===== config.mk =====
export PLATFORM = sky130hd
export DESIGN_NAME = memory_access_sequencer
export DESIGN_NICKNAME = d
export VERILOG_FILES = /design/src/rtl/memory_access_sequencer.sv
export SDC_FILE = /design/constraint.sdc
export NUM_CORES = 1
export LEC_CHECK = 0
export ABC_AREA = 1
export BUFFER_PORTS_ARGS = -buffer_cell sky130_fd_sc_hd__buf_4
export CORE_MARGIN = 4
export CORE_UTILIZATION = 38
export DETAILED_ROUTE_END_ITERATION = 6
export GPL_TIMING_DRIVEN = 0
export PLACE_DENSITY = 0.72
export RECOVER_POWER = 100
export SYNTH_ARGS = -nofsm -noshare
export SYNTH_HDL_FRONTEND = slang
export SYNTH_SLANG_ARGS = --single-unit

===== constraint.sdc =====
create_clock -name clock -period 1 [get_ports clock]
set_input_delay 0.1 -clock clock [delete_from_list [all_inputs] [get_ports clock]]
set_output_delay 0.1 -clock clock [all_outputs]
set_load 0.05 [all_outputs]

===== src/rtl/memory_access_sequencer.sv =====
// Purpose: registered memory-access stage controller; decodes STORE/LOAD/COPYIN into
//          strobes plus address select, holds them for the whole access, counts completions.
// Latency: accept at edge t, strobes valid from t+1; done_Out pulses one cycle after the
//          ready cycle (minimum access = 2 cycles).
// Backpressure: stall_Out = ACCESS && !memReady_In; upstream holds its instruction meanwhile.
// Ports: clock/reset (async active-low); instruction, instrValid_In, memReady_In in;
//        writeEnable_Out, readEnable_Out, address_Control_Out, stall_Out, done_Out,
//        accessCount_Out, timeout_Out out.
// Optional feature: MEMACC_TIMEOUT_EN adds a per-access wait limit of TIMEOUT_CYCLES.
module memory_access_sequencer #(
  parameter int                  INSTR_W        = 20,
  parameter int                  OPCODE_W       = 4,
  parameter logic [OPCODE_W-1:0] STORE_OP       = 4'b1100,
  parameter logic [OPCODE_W-1:0] COPYIN_OP      = 4'b1111,
  parameter logic [OPCODE_W-1:0] LOAD_OP        = 4'b1101,
  parameter int                  COUNT_W        = 8,
  parameter int                  TIMEOUT_CYCLES = 16
) (
  input  logic               clock,
  input  logic               reset,
  input  logic [INSTR_W-1:0] instruction,
  input  logic               instrValid_In,
  input  logic               memReady_In,
  output logic               writeEnable_Out,
  output logic               readEnable_Out,
  output logic [1:0]         address_Control_Out,
  output logic               stall_Out,
  output logic               done_Out,
  output logic [COUNT_W-1:0] accessCount_Out,
  output logic               timeout_Out
);

  typedef enum logic {IDLE = 1'b0, ACCESS = 1'b1} state_t;

  state_t               state_q, state_d;
  logic [OPCODE_W-1:0]  opcode_q, opcode_d;
  logic                 we_q, we_d;
  logic                 re_q, re_d;
  logic [1:0]           sel_q, sel_d;
  logic                 done_q, done_d;
  logic [COUNT_W-1:0]   cnt_q, cnt_d;
  logic [OPCODE_W-1:0]  opcode;
  logic [3:0]           dec_new;
  logic [3:0]           dec_held;

  assign opcode = instruction[INSTR_W-1 -: OPCODE_W];

  // Only the opcode field matters here; the operand bits belong to other stages.
  logic unused_instr_bits;
  assign unused_instr_bits = ^instruction[INSTR_W-OPCODE_W-1:0];

  // {write, read, select}; all-zero means "not a memory opcode".
  function automatic logic [3:0] decode(input logic [OPCODE_W-1:0] op);
    logic [3:0] r;
    r = 4'b0000;
    if (op == STORE_OP)       r = 4'b1010;
    else if (op == LOAD_OP)   r = 4'b0111;
    else if (op == COPYIN_OP) r = 4'b0101;
    return r;
  endfunction

  assign dec_new  = decode(opcode);
  // Strobes during ACCESS are re-derived from the latched opcode so they stay constant
  // even though upstream is free to change the instruction bus.
  assign dec_held = decode(opcode_q);

`ifdef MEMACC_TIMEOUT_EN
  localparam int WAIT_W = (TIMEOUT_CYCLES > 2) ? $clog2(TIMEOUT_CYCLES) : 1;
  localparam logic [WAIT_W-1:0] WAIT_LIMIT = WAIT_W'(TIMEOUT_CYCLES - 1);

  logic [WAIT_W-1:0] wait_q, wait_d;
  logic              timeout_q, timeout_d;
`else
  localparam int unused_timeout_cycles = TIMEOUT_CYCLES;
`endif

  always_comb begin
    state_d  = state_q;
    opcode_d = opcode_q;
    we_d     = 1'b0;
    re_d     = 1'b0;
    sel_d    = 2'b00;
    done_d   = 1'b0;
    cnt_d    = cnt_q;
`ifdef MEMACC_TIMEOUT_EN
    wait_d    = wait_q;
    timeout_d = timeout_q;
`endif
    case (state_q)
      IDLE: begin
        if (instrValid_In && (dec_new != 4'b0000)) begin
          state_d              = ACCESS;
          opcode_d             = opcode;
          {we_d, re_d, sel_d}  = dec_new;
`ifdef MEMACC_TIMEOUT_EN
          wait_d    = '0;
          timeout_d = 1'b0;
`endif
        end
      end
      ACCESS: begin
        if (memReady_In) begin
          // Ready beats the wait limit when both land in the same cycle.
          state_d = IDLE;
          done_d  = 1'b1;
          cnt_d   = cnt_q + 1'b1;
        end else begin
          {we_d, re_d, sel_d} = dec_held;
`ifdef MEMACC_TIMEOUT_EN
          if (wait_q == WAIT_LIMIT) begin
            state_d   = IDLE;
            we_d      = 1'b0;
            re_d      = 1'b0;
            sel_d     = 2'b00;
            timeout_d = 1'b1;
          end else begin
            wait_d = wait_q + 1'b1;
          end
`endif
        end
      end
      default: state_d = IDLE;
    endcase
  end

  always_ff @(posedge clock or negedge reset) begin
    if (!reset) begin
      state_q  <= IDLE;
      opcode_q <= '0;
      we_q     <= 1'b0;
      re_q     <= 1'b0;
      sel_q    <= 2'b00;
      done_q   <= 1'b0;
      cnt_q    <= '0;
`ifdef MEMACC_TIMEOUT_EN
      wait_q    <= '0;
      timeout_q <= 1'b0;
`endif
    end else begin
      state_q  <= state_d;
      opcode_q <= opcode_d;
      we_q     <= we_d;
      re_q     <= re_d;
      sel_q    <= sel_d;
      done_q   <= done_d;
      cnt_q    <= cnt_d;
`ifdef MEMACC_TIMEOUT_EN
      wait_q    <= wait_d;
      timeout_q <= timeout_d;
`endif
    end
  end

  assign writeEnable_Out     = we_q;
  assign readEnable_Out      = re_q;
  assign address_Control_Out = sel_q;
  assign done_Out            = done_q;
  assign accessCount_Out     = cnt_q;
  assign stall_Out           = (state_q == ACCESS) && !memReady_In;
`ifdef MEMACC_TIMEOUT_EN
  assign timeout_Out = timeout_q;
`else
  assign timeout_Out = 1'b0;
`endif

endmodule

==> results of run 1 <==
state kept, by name, indices dropped and copies added (netlist names):
name	count
accessCount_Out	8
opcode_q	4
address_Control_Out	1
done_Out	1
readEnable_Out	1
state_q	1
writeEnable_Out	1
power breakdown:
part | internal (µW) | switching, µW | total (µW) | leakage, µW
logic | 380 | 542 | 922 | 0.000358
registers | 808 | 131 | 939 | 0.000200
clock network | 155 | 199 | 354 | 0.0000150
per-layer routing:
layer | GRT usage | up-vias
li1 | - | 322
met1 | 0.138 | 299
met2 | 0.224 | 18
met3 | 0.0544 | 0
met4 | 0.0131 | 0
met5 | 0 | -
repair_timing:
| action | 4_1_cts | 5_1_grt |
|---|---|---|
| hold buffers | 1 | 0 |
| endpoints found under the setup margin | 15 | 23 |
| resized for setup | 17 | 6 |
| hold endpoints to repair | 17 | 0 |
| buffers inserted | 4 | 5 |
| pin swaps | 2 | 1 |
synthesized netlist by cell type (all sizes together):
master  instances  share of area
conb            1         0.0051
o31ai           1          0.010
ha              1          0.017
nor3            1         0.0068
buf             2          0.020
a21oi           2          0.014
inv            12          0.061
xnor2           3          0.036
dfrtp          17           0.58
nand2          26           0.13
nor2            6          0.031
nand3           7          0.048
xor2            2          0.024
o21ai           2          0.014
layout make-up:
cell class	count	area (µm²)	area share
sequential	17	434	0.378
multi-input combinational	52	315	0.275
timing repair buffer	31	278	0.242
inverter	12	45.0	0.0392
tap	25	31.3	0.0272
clock buffer	4	26.3	0.0229
buffer	2	18.8	0.0163
kinds of logic after synthesis:
logic type      Yosys count  share of synthesized area
simple gates             40                      0.218
fa+ha+maj                 1                     0.0171
other cells               1                    0.00511
flops                    17                      0.580
compound gates            5                     0.0375
buf+inv                  14                     0.0819
xor+xnor                  5                     0.0597
through the flow:
stage | area, µm² | power, µW | worst slack, ns | std cells
2_1_floorplan | 769 | 1420 | -0.200 | 83
3_3_place_gp | 958 | 1650 | -0.0393 | 129
3_5_place_dp | 958 | 1670 | -0.0555 | 129
4_1_cts | 1090 | 2150 | -0.126 | 138
5_1_grt | 1150 | 2330 | -0.211 | 143
6_report | 1150 | 2210 | -0.120 | 143
critical path, delay by kind of cell (launching register included):
kind | cells | cell delay, ns
simple gates | 1 | 0.12
flops | 1 | 0.38
buf+inv | 2 | 0.23
path summary, 6_finish.rpt:
path | to | slack, ns | cells after the start | startpoint
min in group asynchronous | address_Control_Out[1]$_DFF_PN0_ | 0.27 | 2 | reset
max | stall_Out | -0.12 | 3 | state_q$_DFF_PN0_
min reg2reg | opcode_q[3]$_DFFE_PN0P_ | 0.49 | 2 | opcode_q[3]$_DFFE_PN0P_
min | address_Control_Out[1]$_DFF_PN0_ | 0.02 | 2 | instruction[17]
max in group asynchronous | accessCount_Out[5]$_DFFE_PN0P_ | 0.42 | 2 | reset
max reg2reg | accessCount_Out[2]$_DFFE_PN0P_ | -0.11 | 6 | state_q$_DFF_PN0_
==> results_dict.tcl, run 1 <==
set metrics [dict create \
    outcome "finished, violations left" \
    violations "negative setup slack" \
    clkSinkCount 17 \
    synthDistinctLibCells 14 \
    via_per_inst 4.47 \
    yosys_warnings 0 \
    worstPathMaxFanout 3 \
    first_pass_iters 3 \
    period_needed_ns 1.12 \
    start_util 0.411 \
    ys_seq_area_frac 0.580 \
    layout_setup_ws_ns -0.120 \
    num_vias 639 \
    required_ns 0.90 \
    diodes 0 \
    cts_made_buffers 3 \
    post-route-util 0.644 \
    rsz0062_at_grt "yes" \
    grt_max_degree 18 \
    first_iter_violations 2 \
    num-fill-cells 155 \
    ys_ff_latch 17 \
    wl_met1_um 631 \
    layout_common_cells "24 x nand2_1, 19 x buf_4, 11 x buf_6, 10 x inv_1, 10 x dfrtp_1" \
    ctsHtreeMaxLevel 1 \
    dr_wl_met2_um 805 \
    cp-start-kind "register" \
    skew_ns 0.00565 \
    post-route-period-util 1.12 \
    cts_tree "built" \
    die_area_um2 2700 \
    hold_path.class "in -> reg" \
    clk_latency_ns 0.28 \
    endpoint_kind "output pin" \
    hpwl_mm 1.03 \
    wl_per_cell_um 10.7 \
    crit_chain "inv_2, nor2_4, buf_6" \
    hold_slack_ns 0.0230 \
    cp.arrival_ns 1.02 \
    final_layout_size_suffix_gt1_frac 0.458 \
    nets 144 \
    ant_nets 0 \
    final_common_cell "nand2_1" \
    met3RoutedLength_um 100 \
    setup_viol 12 \
    place_congestion 0.748 \
    clockRootBuffer "clkbuf_4" \
    path_class "reg -> out" \
    drv_cap 0 \
    antenna_found_initial 0 \
    hold_violations 0 \
    grt_pass1_wl_mm 2.55 \
    netlist_instances 83 \
    cpPeakStageDelay_ns 0.38 \
    syn_to_final_growth_pct 56.7 \
    cp_slowest_cell "dfrtp_1" \
    core_area_um2 1780 \
    netlist_area_um2 733 \
    wl_mm 1.54 \
    syn_avg_cell_area_um2 8.83 \
    leakagePower_uw 0.000573 \
    track_usage 0.125 \
    ios 39 \
    clk_pin_slew_worst_paths_ns 0.10 \
    gr-total-overflow 0 \
    routed.top_layer "met3" \
    fin_setup_tns_ns -0.573 \
    fmax_mhz 893 \
    slew_violations 0 \
    ir_drop_mv 1.16 \
    syn-num-nets 108 \
    power.density_nw_per_um2 1930 \
    clockBufferDepth 2 \
    fp.dieH_um 51.9 \
    port_buffers 21 \
    rows 15 \
    drc 0 \
    fp.dieW_um 51.9 \
    grt_pass1_vias 625 \
]
Note: power is estimated with default switching activity, not from simulation.
==> run 2, diff against run 1 <==
- CTS_BUF_LIST: unset -> sky130_fd_sc_hd__clkbuf_4 sky130_fd_sc_hd__clkbuf_8 sky130_fd_sc_hd__clkbuf_16
==> results_dict.tcl, run 2 (same netlist as run 1, synthesis figures left out) <==
set metrics [dict create \
    outcome "finished, violations left" \
    violations "negative setup slack" \
    fp.dieH_um 51.9 \
    layout_common_cells "24 x nand2_1, 19 x buf_4, 11 x buf_6, 10 x inv_1, 10 x dfrtp_1" \
    reg2reg_from "state_q$_DFF_PN0_" \
    power.density_nw_per_um2 1940 \
    hp-start "instruction[17]" \
    cp-start-kind "register" \
    clockBufferDepth 2 \
    drc 0 \
    p_clk_frac 0.170 \
    ios 39 \
    ir_drop_mv 1.17 \
    gr-total-overflow 0 \
    clkSinkCount 17 \
    die_area_um2 2700 \
    diodes 0 \
    dp.cells 129 \
    rr_worst_depth 6 \
    post-route-period-util 1.12 \
    hpwl_mm 1.03 \
    crit_chain "inv_2, nor2_4, buf_6" \
    grt_max_degree 18 \
    cp_slowest_cell "dfrtp_1" \
    cts_tree "built" \
    start_util 0.411 \
    rsz0062_at_grt "yes" \
    required_ns 0.90 \
    hold_depth 2 \
    cpPeakStageDelay_ns 0.38 \
    wl_mm 1.54 \
    worstPathMaxFanout 3 \
    syn_to_final_growth_pct 57.2 \
    hold_path.class "in -> reg" \
    grt_pass1_wl_mm 2.55 \
    ant_nets 0 \
    setup_viol 12 \
    clk_pin_slew_worst_paths_ns 0.10 \
    fin_setup_tns_ns -0.591 \
    internal_power_uw 1370 \
    skew_ns 0.00558 \
    hold_violations 0 \
    largest_reg_flops 8 \
    switching_share 0.389 \
    num_vias 641 \
    clk_latency_ns 0.28 \
    wl_per_cell_um 10.7 \
    rows 15 \
    core_area_um2 1780 \
    layout_setup_ws_ns -0.120 \
    netSwitchingPower_uw 871 \
    drv_cap 0 \
    grt_pass1_vias 626 \
    final_common_cell "nand2_1" \
    fmax_mhz 893 \
    fp.dieW_um 51.9 \
    nets 144 \
    power_frac_seq 0.417 \
    clockRootBuffer "clkbuf_4" \
    port_buffers 21 \
    cp.arrival_ns 1.02 \
    slew_violations 0 \
    timing.rr.end "accessCount_Out[2]$_DFFE_PN0P_" \
    via_per_inst 4.48 \
    endpoint_kind "output pin" \
    first_iter_violations 1 \
    place_congestion 0.748 \
    path_class "reg -> out" \
    ctsHtreeMaxLevel 1 \
    dpl_worst_slack_ns -0.0555 \
    finalNonFillerCells 143 \
    power_frac_comb 0.413 \
    cts_made_buffers 3 \
    final_layout_size_suffix_gt1_frac 0.466 \
    first_pass_iters 3 \
    reg2reg_slack_ns -0.11 \
    track_usage 0.125 \
    holdPathEnd "address_Control_Out[1]$_DFF_PN0_" \
    antenna_found_initial 0 \
    leakagePower_uw 0.000577 \
    period_needed_ns 1.12 \
]
run 2: power groups by stage:
| stage | logic, µW | registers (µW) | clock network, µW |
|---|---|---|---|
| final | 926 | 934 | 381 |
| after detailed placement | 719 | 949 | 0 |
| after global placement | 702 | 943 | 0 |
| after global routing | 977 | 953 | 426 |
| after floorplan | 193 | 1230 | 0 |
| after CTS | 848 | 941 | 392 |
run 2: stage by stage:
step / power (µW) / hold WS, ns / utilization / cell area (µm²)
after floorplan: 1420 / -0.196 / - / 769
after global placement: 1650 / -0.0288 / 0.538 / 958
after detailed placement: 1670 / -0.0273 / 0.538 / 958
after CTS: 2180 / 0.00824 / 0.613 / 1090
after global routing: 2360 / 0.00551 / 0.646 / 1150
final: 2240 / 0.0230 / 0.646 / 1150
run 2: timing repair:
item                                    CTS  global route
endpoints found under the setup margin   15            23
pin swaps                                 2             1
hold endpoints to repair                 17             0
resized for setup                        17             6
hold buffers                              1             0
setup buffers                             4             5
run 2: how the worst max path moves through the flow:
| stage | endpoint | cells after the start | slack (ns) | start |
|---|---|---|---|---|
| 6_report | stall_Out | 3 | -0.12 | state_q$_DFF_PN0_ |
| 5_1_grt | stall_Out | 3 | -0.21 | state_q$_DFF_PN0_ |
| 4_1_cts | stall_Out | 3 | -0.13 | state_q$_DFF_PN0_ |
| 3_5_place_dp | accessCount_Out[6]$_DFFE_PN0P_ | 5 | -0.06 | accessCount_Out[1]$_DFFE_PN0P_ |
| 3_3_place_gp | accessCount_Out[6]$_DFFE_PN0P_ | 5 | -0.04 | accessCount_Out[0]$_DFFE_PN0P_ |
| 2_1_floorplan | accessCount_Out[4]$_DFFE_PN0P_ | 5 | -0.20 | accessCount_Out[0]$_DFFE_PN0P_ |
run 2: final cells by class:
| cell class | count | area, µm² |
|---|---|---|
| multi-input cells | 52 | 315 |
| fillers | 153 | 631 |
| well taps | 25 | 31.3 |
| inverters | 12 | 45.0 |
| flip-flops and latches | 17 | 434 |
| plain buffers | 2 | 18.8 |
| repair buffers | 31 | 278 |
| clock buffers | 4 | 30.0 |
run 2: critical path: cells and delay by family, from the launching register on:
family                 cells  cell delay (ns)
flip-flops                 1             0.38
buffers and inverters      2             0.23
AND/OR/NAND/NOR            1             0.12
run 2: per-layer routing:
layer	up-vias	global-route usage	share of wire
met5	-	0	0
met4	0	0.0131	0
met3	0	0.0544	0.065
met2	18	0.224	0.53
met1	301	0.138	0.41
li1	322	-	-
